File: src/rtl/mul_seq_ctrl_pkg.sv
// Shared definitions for the EX-stage multiply sequencer and ALU control:
// ALU signal encodings, sequencer state encoding and the default datapath width.
package mul_seq_ctrl_pkg;

    localparam int unsigned XLEN_DEFAULT = 32;
    localparam int unsigned ALU_SIG_W    = 4;

    localparam logic [ALU_SIG_W-1:0] ALU_ADD = 4'd0;
    localparam logic [ALU_SIG_W-1:0] ALU_SUB = 4'd1;
    localparam logic [ALU_SIG_W-1:0] ALU_AND = 4'd2;
    localparam logic [ALU_SIG_W-1:0] ALU_OR  = 4'd3;
    localparam logic [ALU_SIG_W-1:0] ALU_SLT = 4'd4;
    localparam logic [ALU_SIG_W-1:0] ALU_MUL = 4'd5;
    localparam logic [ALU_SIG_W-1:0] ALU_XOR = 4'd6;
    localparam logic [ALU_SIG_W-1:0] ALU_SL  = 4'd7;
    localparam logic [ALU_SIG_W-1:0] ALU_SRA = 4'd8;
    localparam logic [ALU_SIG_W-1:0] ALU_SRL = 4'd9;

    typedef enum logic [1:0] {
        ST_IDLE = 2'd0,
        ST_BUSY = 2'd1,
        ST_DONE = 2'd2
    } mul_state_e;

    // True when the EX instruction is a live multiply that may start the sequencer.
    function automatic logic mul_start(input logic valid, input logic flush,
                                       input logic [ALU_SIG_W-1:0] sig,
                                       input logic [ALU_SIG_W-1:0] code);
        return valid && !flush && (sig == code);
    endfunction

endpackage

File: src/rtl/mul_seq_ctrl_if.sv
// EX-stage <-> multiply sequencer signal bundle; master is the pipeline side,
// slave is the sequencer.
interface mul_seq_ctrl_if
    import mul_seq_ctrl_pkg::*;
#(
    parameter int unsigned XLEN = XLEN_DEFAULT
);
    logic                 valid_i;
    logic                 flush_i;
    logic                 hold_i;
    logic [ALU_SIG_W-1:0] alu_signal_i;
    logic [XLEN-1:0]      rs1_i;
    logic [XLEN-1:0]      rs2_i;
    logic                 stall_o;
    logic                 busy_o;
    logic [XLEN-1:0]      result_o;
    logic                 result_valid_o;

    modport master (
        output valid_i, flush_i, hold_i, alu_signal_i, rs1_i, rs2_i,
        input  stall_o, busy_o, result_o, result_valid_o
    );

    modport slave (
        input  valid_i, flush_i, hold_i, alu_signal_i, rs1_i, rs2_i,
        output stall_o, busy_o, result_o, result_valid_o
    );
endinterface

File: src/rtl/mul_seq_ctrl_step.sv
// One shift-add step: adds mcand * slice (BPC multiplier bits) into the
// accumulator, keeping only the low XLEN bits.
module mul_seq_ctrl_step #(
    parameter int unsigned XLEN = 32,
    parameter int unsigned BPC  = 4
) (
    input  logic [XLEN-1:0] acc_i,
    input  logic [XLEN-1:0] mcand_i,
    input  logic [BPC-1:0]  slice_i,
    output logic [XLEN-1:0] acc_o
);
    logic [XLEN-1:0] pp;

    always_comb begin
        pp = '0;
        for (int unsigned b = 0; b < BPC; b++) begin
            if (slice_i[b]) pp = pp + (mcand_i << b);
        end
    end

    assign acc_o = acc_i + pp;
endmodule

File: src/rtl/mul_seq_ctrl.sv
// Iterative low-word multiply sequencer for the EX-stage MUL op.
// Optional build macro: MUL_EARLY_OUT_EN (finish as soon as the remaining multiplier is zero).
module mul_seq_ctrl
    import mul_seq_ctrl_pkg::*;
#(
    parameter int unsigned          XLEN     = XLEN_DEFAULT,
    parameter int unsigned          BPC      = 4,
    parameter logic [ALU_SIG_W-1:0] MUL_CODE = ALU_MUL
) (
    input  logic          clk_i,
    input  logic          rst_i,
    mul_seq_ctrl_if.slave bus
);
    localparam int unsigned      ITER     = XLEN / BPC;
    localparam int unsigned      CNT_W    = (ITER > 1) ? $clog2(ITER) : 1;
    localparam logic [CNT_W-1:0] CNT_LAST = CNT_W'(ITER - 1);

    mul_state_e      state_q,  state_d;
    logic [CNT_W-1:0] cnt_q,   cnt_d;
    logic [XLEN-1:0] acc_q,    acc_d;
    logic [XLEN-1:0] mcand_q,  mcand_d;
    logic [XLEN-1:0] mplier_q, mplier_d;
    logic [XLEN-1:0] result_q, result_d;
    logic [XLEN-1:0] acc_step;
    logic            start;
    logic            last_iter;
    logic            stall_c;
    logic            rvalid_c;

    mul_seq_ctrl_step #(.XLEN(XLEN), .BPC(BPC)) u_step (
        .acc_i   (acc_q),
        .mcand_i (mcand_q),
        .slice_i (mplier_q[BPC-1:0]),
        .acc_o   (acc_step)
    );

    assign start = mul_start(bus.valid_i, bus.flush_i, bus.alu_signal_i, MUL_CODE);

`ifdef MUL_EARLY_OUT_EN
    assign last_iter = (cnt_q == CNT_LAST) || ((mplier_q >> BPC) == '0);
`else
    assign last_iter = (cnt_q == CNT_LAST);
`endif

    // Next-state, datapath update and combinational handshake outputs.
    always_comb begin
        state_d  = state_q;
        cnt_d    = cnt_q;
        acc_d    = acc_q;
        mcand_d  = mcand_q;
        mplier_d = mplier_q;
        result_d = result_q;
        stall_c  = 1'b0;
        rvalid_c = 1'b0;

        unique case (state_q)
            ST_IDLE: begin
                if (start) begin
                    mcand_d  = bus.rs1_i;
                    mplier_d = bus.rs2_i;
                    acc_d    = '0;
                    cnt_d    = '0;
                    stall_c  = 1'b1;
                    state_d  = ST_BUSY;
                end
            end
            ST_BUSY: begin
                stall_c  = 1'b1;
                acc_d    = acc_step;
                mcand_d  = mcand_q << BPC;
                mplier_d = mplier_q >> BPC;
                cnt_d    = cnt_q + CNT_W'(1);
                if (last_iter) begin
                    result_d = acc_step;
                    state_d  = ST_DONE;
                end
            end
            ST_DONE: begin
                // The same MUL still sits in EX here, so start is never consulted.
                rvalid_c = 1'b1;
                if (!bus.hold_i) state_d = ST_IDLE;
            end
            default: state_d = ST_IDLE;
        endcase

        if (bus.flush_i) begin
            state_d  = ST_IDLE;
            stall_c  = 1'b0;
            rvalid_c = 1'b0;
        end
    end

    always_ff @(posedge clk_i or posedge rst_i) begin
        if (rst_i) begin
            state_q  <= ST_IDLE;
            cnt_q    <= '0;
            acc_q    <= '0;
            mcand_q  <= '0;
            mplier_q <= '0;
            result_q <= '0;
        end else begin
            state_q  <= state_d;
            cnt_q    <= cnt_d;
            acc_q    <= acc_d;
            mcand_q  <= mcand_d;
            mplier_q <= mplier_d;
            result_q <= result_d;
        end
    end

    // Reset must not leak a stall from a MUL decoded while reset is held.
    assign bus.stall_o        = stall_c & ~rst_i;
    assign bus.busy_o         = (state_q != ST_IDLE);
    assign bus.result_o       = result_q;
    assign bus.result_valid_o = rvalid_c;

endmodule

File: src/flat_wrapper.sv
// flat-port wrapper written by rule: the top's interface ports become plain ports
module mul_seq_ctrl_flat import mul_seq_ctrl_pkg::*;
#(
    parameter int unsigned          XLEN     = XLEN_DEFAULT,
    parameter int unsigned          BPC      = 4,
    parameter logic [ALU_SIG_W-1:0] MUL_CODE = ALU_MUL
)
  (clk_i, rst_i, bus_valid_i, bus_flush_i, bus_hold_i, bus_alu_signal_i, bus_rs1_i, bus_rs2_i, bus_stall_o, bus_busy_o, bus_result_o, bus_result_valid_o);
  mul_seq_ctrl_if #(.XLEN(XLEN)) bus_i ();
  input  logic clk_i;
  input  logic rst_i;
  input wire logic [$bits(bus_i.valid_i)-1:0] bus_valid_i;
  input wire logic [$bits(bus_i.flush_i)-1:0] bus_flush_i;
  input wire logic [$bits(bus_i.hold_i)-1:0] bus_hold_i;
  input wire logic [$bits(bus_i.alu_signal_i)-1:0] bus_alu_signal_i;
  input wire logic [$bits(bus_i.rs1_i)-1:0] bus_rs1_i;
  input wire logic [$bits(bus_i.rs2_i)-1:0] bus_rs2_i;
  output wire logic [$bits(bus_i.stall_o)-1:0] bus_stall_o;
  output wire logic [$bits(bus_i.busy_o)-1:0] bus_busy_o;
  output wire logic [$bits(bus_i.result_o)-1:0] bus_result_o;
  output wire logic [$bits(bus_i.result_valid_o)-1:0] bus_result_valid_o;
  assign bus_i.valid_i = bus_valid_i;
  assign bus_i.flush_i = bus_flush_i;
  assign bus_i.hold_i = bus_hold_i;
  assign bus_i.alu_signal_i = bus_alu_signal_i;
  assign bus_i.rs1_i = bus_rs1_i;
  assign bus_i.rs2_i = bus_rs2_i;
  assign bus_stall_o = bus_i.stall_o;
  assign bus_busy_o = bus_i.busy_o;
  assign bus_result_o = bus_i.result_o;
  assign bus_result_valid_o = bus_i.result_valid_o;
  mul_seq_ctrl #(.XLEN(XLEN), .BPC(BPC), .MUL_CODE(MUL_CODE)) u_core (.clk_i(clk_i), .rst_i(rst_i), .bus(bus_i));
endmodule
File: config.mk
export PLATFORM = sky130hd
export DESIGN_NAME = mul_seq_ctrl_flat
export DESIGN_NICKNAME = d
export VERILOG_FILES = /design/src/rtl/mul_seq_ctrl_pkg.sv /design/src/rtl/mul_seq_ctrl_if.sv /design/src/rtl/mul_seq_ctrl_step.sv /design/src/rtl/mul_seq_ctrl.sv /design/src/flat_wrapper.sv
export SDC_FILE = /design/constraint.sdc
export NUM_CORES = 1
export LEC_CHECK = 0
export CAP_MARGIN = 20
export CORE_ASPECT_RATIO = 0.8
export CORE_MARGIN = 2
export CORE_UTILIZATION = 30
export CTS_CLUSTER_SIZE = 10
export DETAILED_ROUTE_END_ITERATION = 7
export GPL_TIMING_DRIVEN = 0
export MAX_ROUTING_LAYER = met4
export PLACE_DENSITY_LB_ADDON = 0.05
export SLEW_MARGIN = 20
export SYNTH_ARGS = -nofsm -noshare
export SYNTH_HDL_FRONTEND = slang
export SYNTH_SLANG_ARGS = --single-unit
File: constraint.sdc
create_clock -name clk_i -period 8.1 [get_ports clk_i]
set_clock_uncertainty 0.05 [all_clocks]
set_input_delay 2.43 -clock clk_i [delete_from_list [all_inputs] [get_ports clk_i]]
set_output_delay 2.43 -clock clk_i [all_outputs]
set_load 0.01 [all_outputs]
==> results of run 1 <==
## worst paths after layout
path | start | to | slack (ns) | depth (start not counted)
setup / recovery | u_core.mplier_q[0]$_DFFE_PP0P_ | u_core.acc_q[31]$_DFFE_PP0P_ | -0.46 | 43
hold / removal | u_core.cnt_q[0]$_DFFE_PP0P_ | u_core.cnt_q[0]$_DFFE_PP0P_ | 0.43 | 1
setup reg to reg | u_core.mplier_q[0]$_DFFE_PP0P_ | u_core.acc_q[31]$_DFFE_PP0P_ | -0.46 | 43
hold reg to reg | u_core.cnt_q[0]$_DFFE_PP0P_ | u_core.cnt_q[0]$_DFFE_PP0P_ | 0.43 | 1
max in group asynchronous | rst_i | u_core.acc_q[2]$_DFFE_PP0P_ | 4.87 | 3
min in group asynchronous | rst_i | u_core.mplier_q[29]$_DFFE_PP0P_ | 2.38 | 2
## cell usage in the layout (no fill, tap or decap), types with 23 or more instances in the layout
master           netlist  final
a21o_1                63     62
a21oi_1              117    100
a31oi_1               72     66
and2_1                27     25
buf_4                  1     57
clkbuf_1              62     52
clkdlybuf4s50_1        0    107
dfrtp_1              133    132
ha_1                 122     97
inv_1                 52     51
mux2_2                44     43
nand2_1              265    264
nor2_1               133    130
o21ai_0              102     78
o21ai_1                7     23
xnor2_1               57     48
xor2_1                41     36
## final cells by class
cell class              count  area (um^2)
fillers                  4299        25500
multi-input cells        1357         9800
flip-flops and latches    133         3330
repair buffers            172         1610
well taps                 552          691
clock buffers              18          439
plain buffers              70          322
inverters                  52          203
clock inverters            14          143
## per-layer routing
layer / track usage [%] / vias to the layer above / routed length [um]
li1: - / 6229 / -
met1: 32.2 / 5952 / 25400
met2: 30.4 / 218 / 19100
met3: 2.73 / 45 / 1410
met4: 5.74 / 0 / 985
met5: - / - / 0
## state kept, by name, indices dropped and copies added (netlist names)
register,count
u_core.acc_q,32
u_core.bus.result_o,32
u_core.mcand_q,32
u_core.mplier_q,32
u_core.cnt_q,3
u_core.state_q,2
## per-stage QoR
step | setup slack (ns) | utilization (%) | instances | area, um^2 | TNS [ns]
after global placement | -1.57 | 34.9 | 2278 | 14700 | -81.78
final | -0.460 | 39.4 | 2368 | 16500 | -2.53
after detailed placement | -1.60 | 35.0 | 2279 | 14700 | -26.67
after CTS | -0.556 | 38.5 | 2355 | 16200 | -2.63
after floorplan | 0.00291 | - | 1619 | 12900 | 0
after global routing | -0.835 | 39.4 | 2368 | 16500 | -9.34
## worst max-delay path, delay by kind of cell (launching register included)
kind | cells | cell delay [ns]
adder cells (fa/ha/maj) | 5 | 1.45
flip-flops | 1 | 0.48
AND/OR/NAND/NOR | 5 | 0.58
buffers and inverters | 3 | 0.46
AO/OA/AOI/OAI | 26 | 4.69
multiplexers | 2 | 0.41
XOR/XNOR | 2 | 0.34
## logic make-up (layout without fill, tap and decap cells)
logic type               Yosys count  in the layout  synth area share (%)
buffers and inverters            129            326                  3.88
AND/OR/NAND/NOR                  563            563                  19.7
multiplexers                      56             56                  4.80
AO/OA/AOI/OAI                    514            514                  26.5
XOR/XNOR                          98             98                  6.69
flip-flops                       133            133                  25.9
adder cells (fa/ha/maj)          126            126                  12.5
## repair_timing
action,CTS,global route
pin swaps,52,67
gates cloned,0,0
gates resized for setup,101,68
endpoints found under the setup margin,28,30
setup buffers,49,17
==> out/metrics.cfg, run 1 <==
[synth]
ys_warn_count = 0
synth.ff_latch_count = 133
yosysMostFrequentCell = nand2_1
avgSynthCellArea_um2 = 7.92
synthTopCellsByArea = dfrtp_1 (26%), ha_1 (12%), nand2_1 (7.8%)
async_reset_ff_share_pct = 100
ys_seq_area_share_pct = 25.9
synthTopCellsByCount = nand2_1 (265), dfrtp_1 (133), nor2_1 (133)
netlist_instances = 1619
synthesis.area_um2 = 12800
synthFlopType = dfrtp_1
synth_edf_count = 0
yosysTopAreaCellShare_pct = 25.9
yosysTopAreaCell = dfrtp_1
synthDistinctLibCells = 77
syn-num-nets = 1818

[grt]
grt_pass1_wl_mm = 72.0
grt_usage_pct = 21.6
grt_max_degree = 72
grt_overflow = 0
grt_pass1_vias = 12151
antenna_found_initial = 0

[cells_and_area]
areaGrowthSynthToFinish_pct = 28.9
fin_nets = 2002
drive_gt1_share_pct = 15.6
n_antenna_cell = 0

[critical_path]
critical_path_class = reg2reg
worst_setup_path_start_kind = flip-flop
critPathMaxStageDelay_ns = 0.48
crit_arrival_ns = 8.84
end_kind = flip-flop
path_common_cell = a21o_1
critical_path.max_fanout = 4
cp_data_required_time_ns = 8.38
critPathSlowestCell = dfrtp_2

[detailed_routing]
drt_iter0_drc = 827
vias = 12444
drt_wl_total_mm = 46.9
firstDrtPassIters = 5
drc = 0
wire_per_inst_um = 19.8
avgViaCountPerCell = 5.26
ant_nets = 0

[die]
core_um2 = 42000
io_pins = 108
die_w_um = 235
die-area_um2 = 44400
initial_utilization_pct = 30.5
die_h_um = 189
rows = 67

[sta]
rsz0062_at_grt = yes
setup_viol = 14
hold_ws_ns = 0.434
max_clock_freq_mhz = 117
min_period_over_period_pct = 106
relSlewSlack_pct = 37.2
worst_slack_ns = -0.460
period_needed_ns = 8.56
hold_viol = 0
tightest_slew_ns = 0.938
drv_slew = 0

[cts]
h-tree-depth = 4
clk_pin_slew_worst_paths_ns = 0.07
cts_root_buffer = clkbuf_16
clk_latency_ns = 0.45
postCtsHoldBufs = 0
clock_sinks = 133
cts_tree = built
cts-buffers-inserted = 17
clockBufferDepth = 2

[flow_run]
max-cap-violations = 0

[worst_hold_path]
hold_path.class = reg2reg

[placed_design]
port_buffers = 107
dpl.hpwl_mm = 36.5
gp_congestion = 0.898

[run_status]
status = finished, violations left
violations = negative setup slack

Power of run 1 is left out: the tool's default activity adds up to more than one toggle a clock period on the data nets, which glitch-free logic cannot reach.
==> run 2, diff against run 1 <==
--- a/config.mk
+++ b/config.mk
@@ -12,7 +12,6 @@
 export CTS_CLUSTER_SIZE = 10
 export DETAILED_ROUTE_END_ITERATION = 7
 export GPL_TIMING_DRIVEN = 0
-export MAX_ROUTING_LAYER = met4
 export PLACE_DENSITY_LB_ADDON = 0.05
 export SLEW_MARGIN = 20
 export SYNTH_ARGS = -nofsm -noshare
==> out/metrics.cfg, run 2 (synthesis results as in run 1) <==
[cells_and_area]
areaGrowthSynthToFinish_pct = 27.4
final_cell_mix = nand2_1 (264), dfrtp_1 (132), nor2_1 (131)
final_common_cell = nand2_1
fin_nets = 2001
postLayoutCellArea_um2 = 16300
drive_gt1_share_pct = 13.8
n_antenna_cell = 0

[grt]
antenna_found_initial = 0
grt_pass1_vias = 12276
grt_pass1_wl_mm = 72.3
grt_usage_pct = 21.0
grt_overflow = 0
grt_max_degree = 80

[critical_path]
critical_path_class = reg2reg
r2r-end = u_core.bus.result_o[31]$_DFFE_PP0P_
crit_arrival_ns = 8.91
r2r_setup_slack_ns = -0.48
cp_data_required_time_ns = 8.43
critical_path.max_fanout = 7
worst_setup_path_start_kind = flip-flop
end_kind = flip-flop
r2r-start = u_core.mplier_q[0]$_DFFE_PP0P_
worstRegToRegCells = 40
path_common_cell = ha_4
endpoint = u_core.bus.result_o[31]$_DFFE_PP0P_
critPathSlowestCell = dfrtp_2
critPathLaunch = u_core.mplier_q[0]$_DFFE_PP0P_
critPathMaxStageDelay_ns = 0.48

[die]
rows = 67
die_h_um = 189
initial_utilization_pct = 30.5
die_w_um = 235
io_pins = 108
die-area_um2 = 44400
core_um2 = 42000

[detailed_routing]
drc = 0
vias = 12373
wire_per_inst_um = 19.7
ant_nets = 0
avgViaCountPerCell = 5.23
firstDrtPassIters = 5
drt_wl_total_mm = 46.5
drt_iter0_drc = 892

[cts]
clk_pin_slew_worst_paths_ns = 0.07
cts-buffers-inserted = 17
h-tree-depth = 4
clk_latency_ns = 0.45
postCtsHoldBufs = 0
clockBufferDepth = 2
cts_root_buffer = clkbuf_16
clock_sinks = 133
cts_tree = built

[placed_design]
gp_congestion = 0.881
dpl.hpwl_mm = 36.3
placed_area_um2 = 14700
port_buffers = 107

[sta]
setup_viol = 14
tightest_slew_ns = 1.07
period_needed_ns = 8.58
max_clock_freq_mhz = 117
min_period_over_period_pct = 106
rsz0062_at_grt = yes
worst_slack_ns = -0.480
hold_viol = 0
drv_slew = 0
relSlewSlack_pct = 28.3

[run_status]
violations = negative setup slack
status = finished, violations left

[flow_run]
max-cap-violations = 0

[worst_hold_path]
hold_path.class = reg2reg

[run 2: worst max-delay path: cells and delay by family (launching register included)]
kind | cells | cell delay, ns
compound gates | 16 | 3.00
xor+xnor | 1 | 0.08
fa+ha+maj | 5 | 1.48
buf+inv | 4 | 0.61
flops | 1 | 0.48
mux | 1 | 0.32
simple gates | 13 | 2.45
[run 2: per-layer routing]
layer,vias up,GRT usage [%],wire (um)
met5,-,0,0
met4,0,5.36,717
met3,27,2.51,1580
met2,232,31.1,19500
met1,5871,31.9,24700
li1,6243,-,-
[run 2: through the flow]
stage	hold WS, ns	TNS (ns)	setup slack, ns	cells	utilization, %
after CTS	0.439	-3.34	-0.619	2358	38.4
after floorplan	0.396	0	0.00291	1619	-
after global placement	0.423	-83.46	-1.58	2278	34.9
final	0.429	-2.69	-0.480	2367	38.9
after detailed placement	0.420	-25.56	-1.53	2280	35.0
after global routing	0.443	-13.41	-0.880	2367	38.9
[run 2: worst min path at each step]
stage,from,to,slack (ns),cells past startpoint
after floorplan,u_core.cnt_q[0]$_DFFE_PP0P_,u_core.cnt_q[0]$_DFFE_PP0P_,0.40,1
after global placement,u_core.acc_q[16]$_DFFE_PP0P_,u_core.acc_q[16]$_DFFE_PP0P_,0.42,2
after detailed placement,u_core.bus.result_o[8]$_DFFE_PP0P_,u_core.bus.result_o[8]$_DFFE_PP0P_,0.42,2
after CTS,u_core.cnt_q[0]$_DFFE_PP0P_,u_core.cnt_q[0]$_DFFE_PP0P_,0.44,1
after global routing,u_core.cnt_q[0]$_DFFE_PP0P_,u_core.cnt_q[0]$_DFFE_PP0P_,0.44,1
final,u_core.cnt_q[0]$_DFFE_PP0P_,u_core.cnt_q[0]$_DFFE_PP0P_,0.43,1
[run 2: final cells by class]
cell class,instances,area [um^2]
inverters,52,203
plain buffers,72,327
clock buffers,20,457
repair buffers,169,1580
flip-flops and latches,133,3330
fillers,4365,25700
well taps,552,691
multi-input cells,1357,9640
clock inverters,12,119
[run 2: repair_timing]
item                                    4_1_cts  5_1_grt
pin swaps                                    63       37
gates resized for setup                      95       29
endpoints found under the setup margin       29       30
setup buffers                                50       11
Power of run 2 is left out for the same reason.
==> run 3, diff against run 2 <==
--- a/config.mk
+++ b/config.mk
@@ -16,4 +16,5 @@
 export SLEW_MARGIN = 20
 export SYNTH_ARGS = -nofsm -noshare
 export SYNTH_HDL_FRONTEND = slang
+export SYNTH_HIERARCHICAL = 1
 export SYNTH_SLANG_ARGS = --single-unit
==> out/metrics.cfg, run 3 <==
[synth]
netlist_instances = 1618
ys_seq_area_share_pct = 24.2
yosysTopAreaCellShare_pct = 24.2
synthTopCellsByArea = dfrtp_1 (24%), ha_1 (11%), xnor2_1 (4.6%)
syn-num-nets = 1817
async_reset_ff_share_pct = 100
synth.ff_latch_count = 133
synthFlopType = dfrtp_1
ys_warn_count = 6
synthTopCellsByCount = dfrtp_1 (133), ha_1 (122), a21oi_1 (121)
yosysMostFrequentCell = dfrtp_1
yosysTopAreaCell = dfrtp_1
synth_edf_count = 0
synthMuxAreaShare_pct = 6.93
synthDistinctLibCells = 85
synth_top_family_by_area = compound AO/OA/AOI/OAI gates
synthesis.area_um2 = 13800
synth_compound_area_share_pct = 26.4
synth_xor_area_share_pct = 6.84
avgSynthCellArea_um2 = 8.52
synth_simple_gate_area_share_pct = 17.9
synthAdderAreaFrac_pct = 11.7

[die]
die_h_um = 196
initial_utilization_pct = 30.3
core_um2 = 45500
die-area_um2 = 47700
rows = 70
io_pins = 108
die_w_um = 244

[sta]
period_needed_ns = 8.70
min_period_over_period_pct = 107
max_clock_freq_mhz = 115
drv_slew = 0
fin_tns_setup_ns = -5.53
tightest_slew_ns = 0.858
relSlewSlack_pct = 42.8
rsz0062_at_grt = yes
setup_viol = 16
hold_viol = 0
worst_slack_ns = -0.598

[detailed_routing]
vias = 13150
avgViaCountPerCell = 5.38
drt_iter0_drc = 954
top_layer = met4
drc = 0
wl_met2_mm = 20.2
wl_met1_mm = 25.0
wl_met3_mm = 2.02
drt_wl_total_mm = 47.9
firstDrtPassIters = 5
ant_nets = 0
wire_per_inst_um = 19.6

[critical_path]
worst_setup_path_start_kind = flip-flop
end_kind = flip-flop
critical_path_class = reg2reg
critPathSlowestCell = dfrtp_2
critical_path.max_fanout = 6
crit_arrival_ns = 8.98
cp_data_required_time_ns = 8.38
path_common_cell = ha_4
critPathMaxStageDelay_ns = 0.45

[flow_run]
max-cap-violations = 0

[cells_and_area]
final_cell_mix = dfrtp_1 (132), clkdlybuf4s50_1 (107), a21oi_1 (97)
n_antenna_cell = 0
postLayoutCellArea_um2 = 17800
fillers = 4719
fin_nets = 2019
instances_no_fill = 2444
final_common_cell = dfrtp_1
post-route-util_pct = 39.1
drive_gt1_share_pct = 21.6
areaGrowthSynthToFinish_pct = 29.2

[placed_design]
dpl.hpwl_mm = 36.2
port_buffers = 107
gp_congestion = 0.872
placed_area_um2 = 15800
dp.cells = 2338

[cts]
cts-buffers-inserted = 17
cts_tree = built
cts_root_buffer = clkbuf_16
clock_sinks = 133
h-tree-depth = 4
clockBufferDepth = 2
clk_pin_slew_worst_paths_ns = 0.06
postCtsHoldBufs = 0
clk_latency_ns = 0.46

[run_status]
violations = negative setup slack
status = finished, violations left

[grt]
grt_pass1_vias = 13166
grt_pass1_wl_mm = 75.9
grt_overflow = 0
antenna_found_initial = 0
grt_max_degree = 78
grt_usage_pct = 20.4

[worst_hold_path]
hold_path.class = reg2reg

==> run 3: cell types whose count changed after synthesis, sizes merged, moves of 33 or more <==
cell,change
inv,+33
a31oi,-58
a22oi,+34
buf,+37
nand2,-173
nor4,+46
o22ai,+57
mux2,+36
nor2,-51
a211oi,+57
nor3,+59
==> run 3: layout make-up <==
class	count	area [um^2]	share of cell area, %
Buffer	95	578	3.25
Clock inverter	8	121	0.682
Inverter	86	334	1.88
Tap cell	612	766	4.30
Timing Repair Buffer	185	1680	9.46
Sequential cell	133	3330	18.7
Multi-Input combinational cell	1302	10500	58.9
Clock buffer	23	498	2.80
==> run 3: layer usage <==
metal	global-route usage, %	vias up
li1	-	6474
met1	30.7	6403
met2	29.7	238
met3	3.87	35
met4	4.77	0
met5	0	-
==> run 3: worst paths after layout <==
path	start	endpoint	slack, ns	cells past startpoint
min in group asynchronous	rst_i	u_core/mplier_q[18]$_DFFE_PP0P_	2.43	2
worst max register to register	u_core/mplier_q[0]$_DFFE_PP0P_	u_core/bus.result_o[31]$_DFFE_PP0P_	-0.60	42
worst min register to register	u_core/bus.result_o[3]$_DFFE_PP0P_	u_core/bus.result_o[3]$_DFFE_PP0P_	0.44	1
max in group asynchronous	rst_i	u_core/bus.result_o[6]$_DFFE_PP0P_	4.79	3
worst min-delay path	u_core/bus.result_o[3]$_DFFE_PP0P_	u_core/bus.result_o[3]$_DFFE_PP0P_	0.44	1
worst max-delay path	u_core/mplier_q[0]$_DFFE_PP0P_	u_core/bus.result_o[31]$_DFFE_PP0P_	-0.60	42
==> run 3: logic make-up (layout without fill, tap and decap cells) <==
kind of cell    count (synthesis)  after routing
xor+xnor                      106            106
compound gates                550            550
buf+inv                       183            397
fa+ha+maj                     126            126
simple gates                  435            435
flops                         133            133
mux                            85             85
==> run 3: what timing repair did <==
action,in CTS,in global routing
cloned,0,0
gates resized for setup,122,46
setup buffers,64,14
setup endpoints to repair,30,30
pin swaps,89,32
==> run 3: critical path: cells and delay by family (launching register included) <==
| family | cells | cell delay, ns |
|---|---|---|
| buffers and inverters | 5 | 0.82 |
| muxes | 4 | 1.15 |
| adders and majority gates | 5 | 1.20 |
| AOI/OAI and AO/OA | 16 | 3.34 |
| and+or+nand+nor | 7 | 0.63 |
| xor gates and xnor gates | 5 | 0.89 |
| DFF | 1 | 0.45 |
==> run 3: metrics by stage <==
| stage | worst slack (ns) | hold WS (ns) |
|---|---|---|
| finish | -0.598 | 0.441 |
| detailed placement | -1.92 | 0.431 |
| CTS | -0.532 | 0.450 |
| floorplan | 0.0194 | 0.414 |
| global route | -1.04 | 0.461 |
| global placement | -1.97 | 0.422 |
Power of run 3 is left out for the same reason.
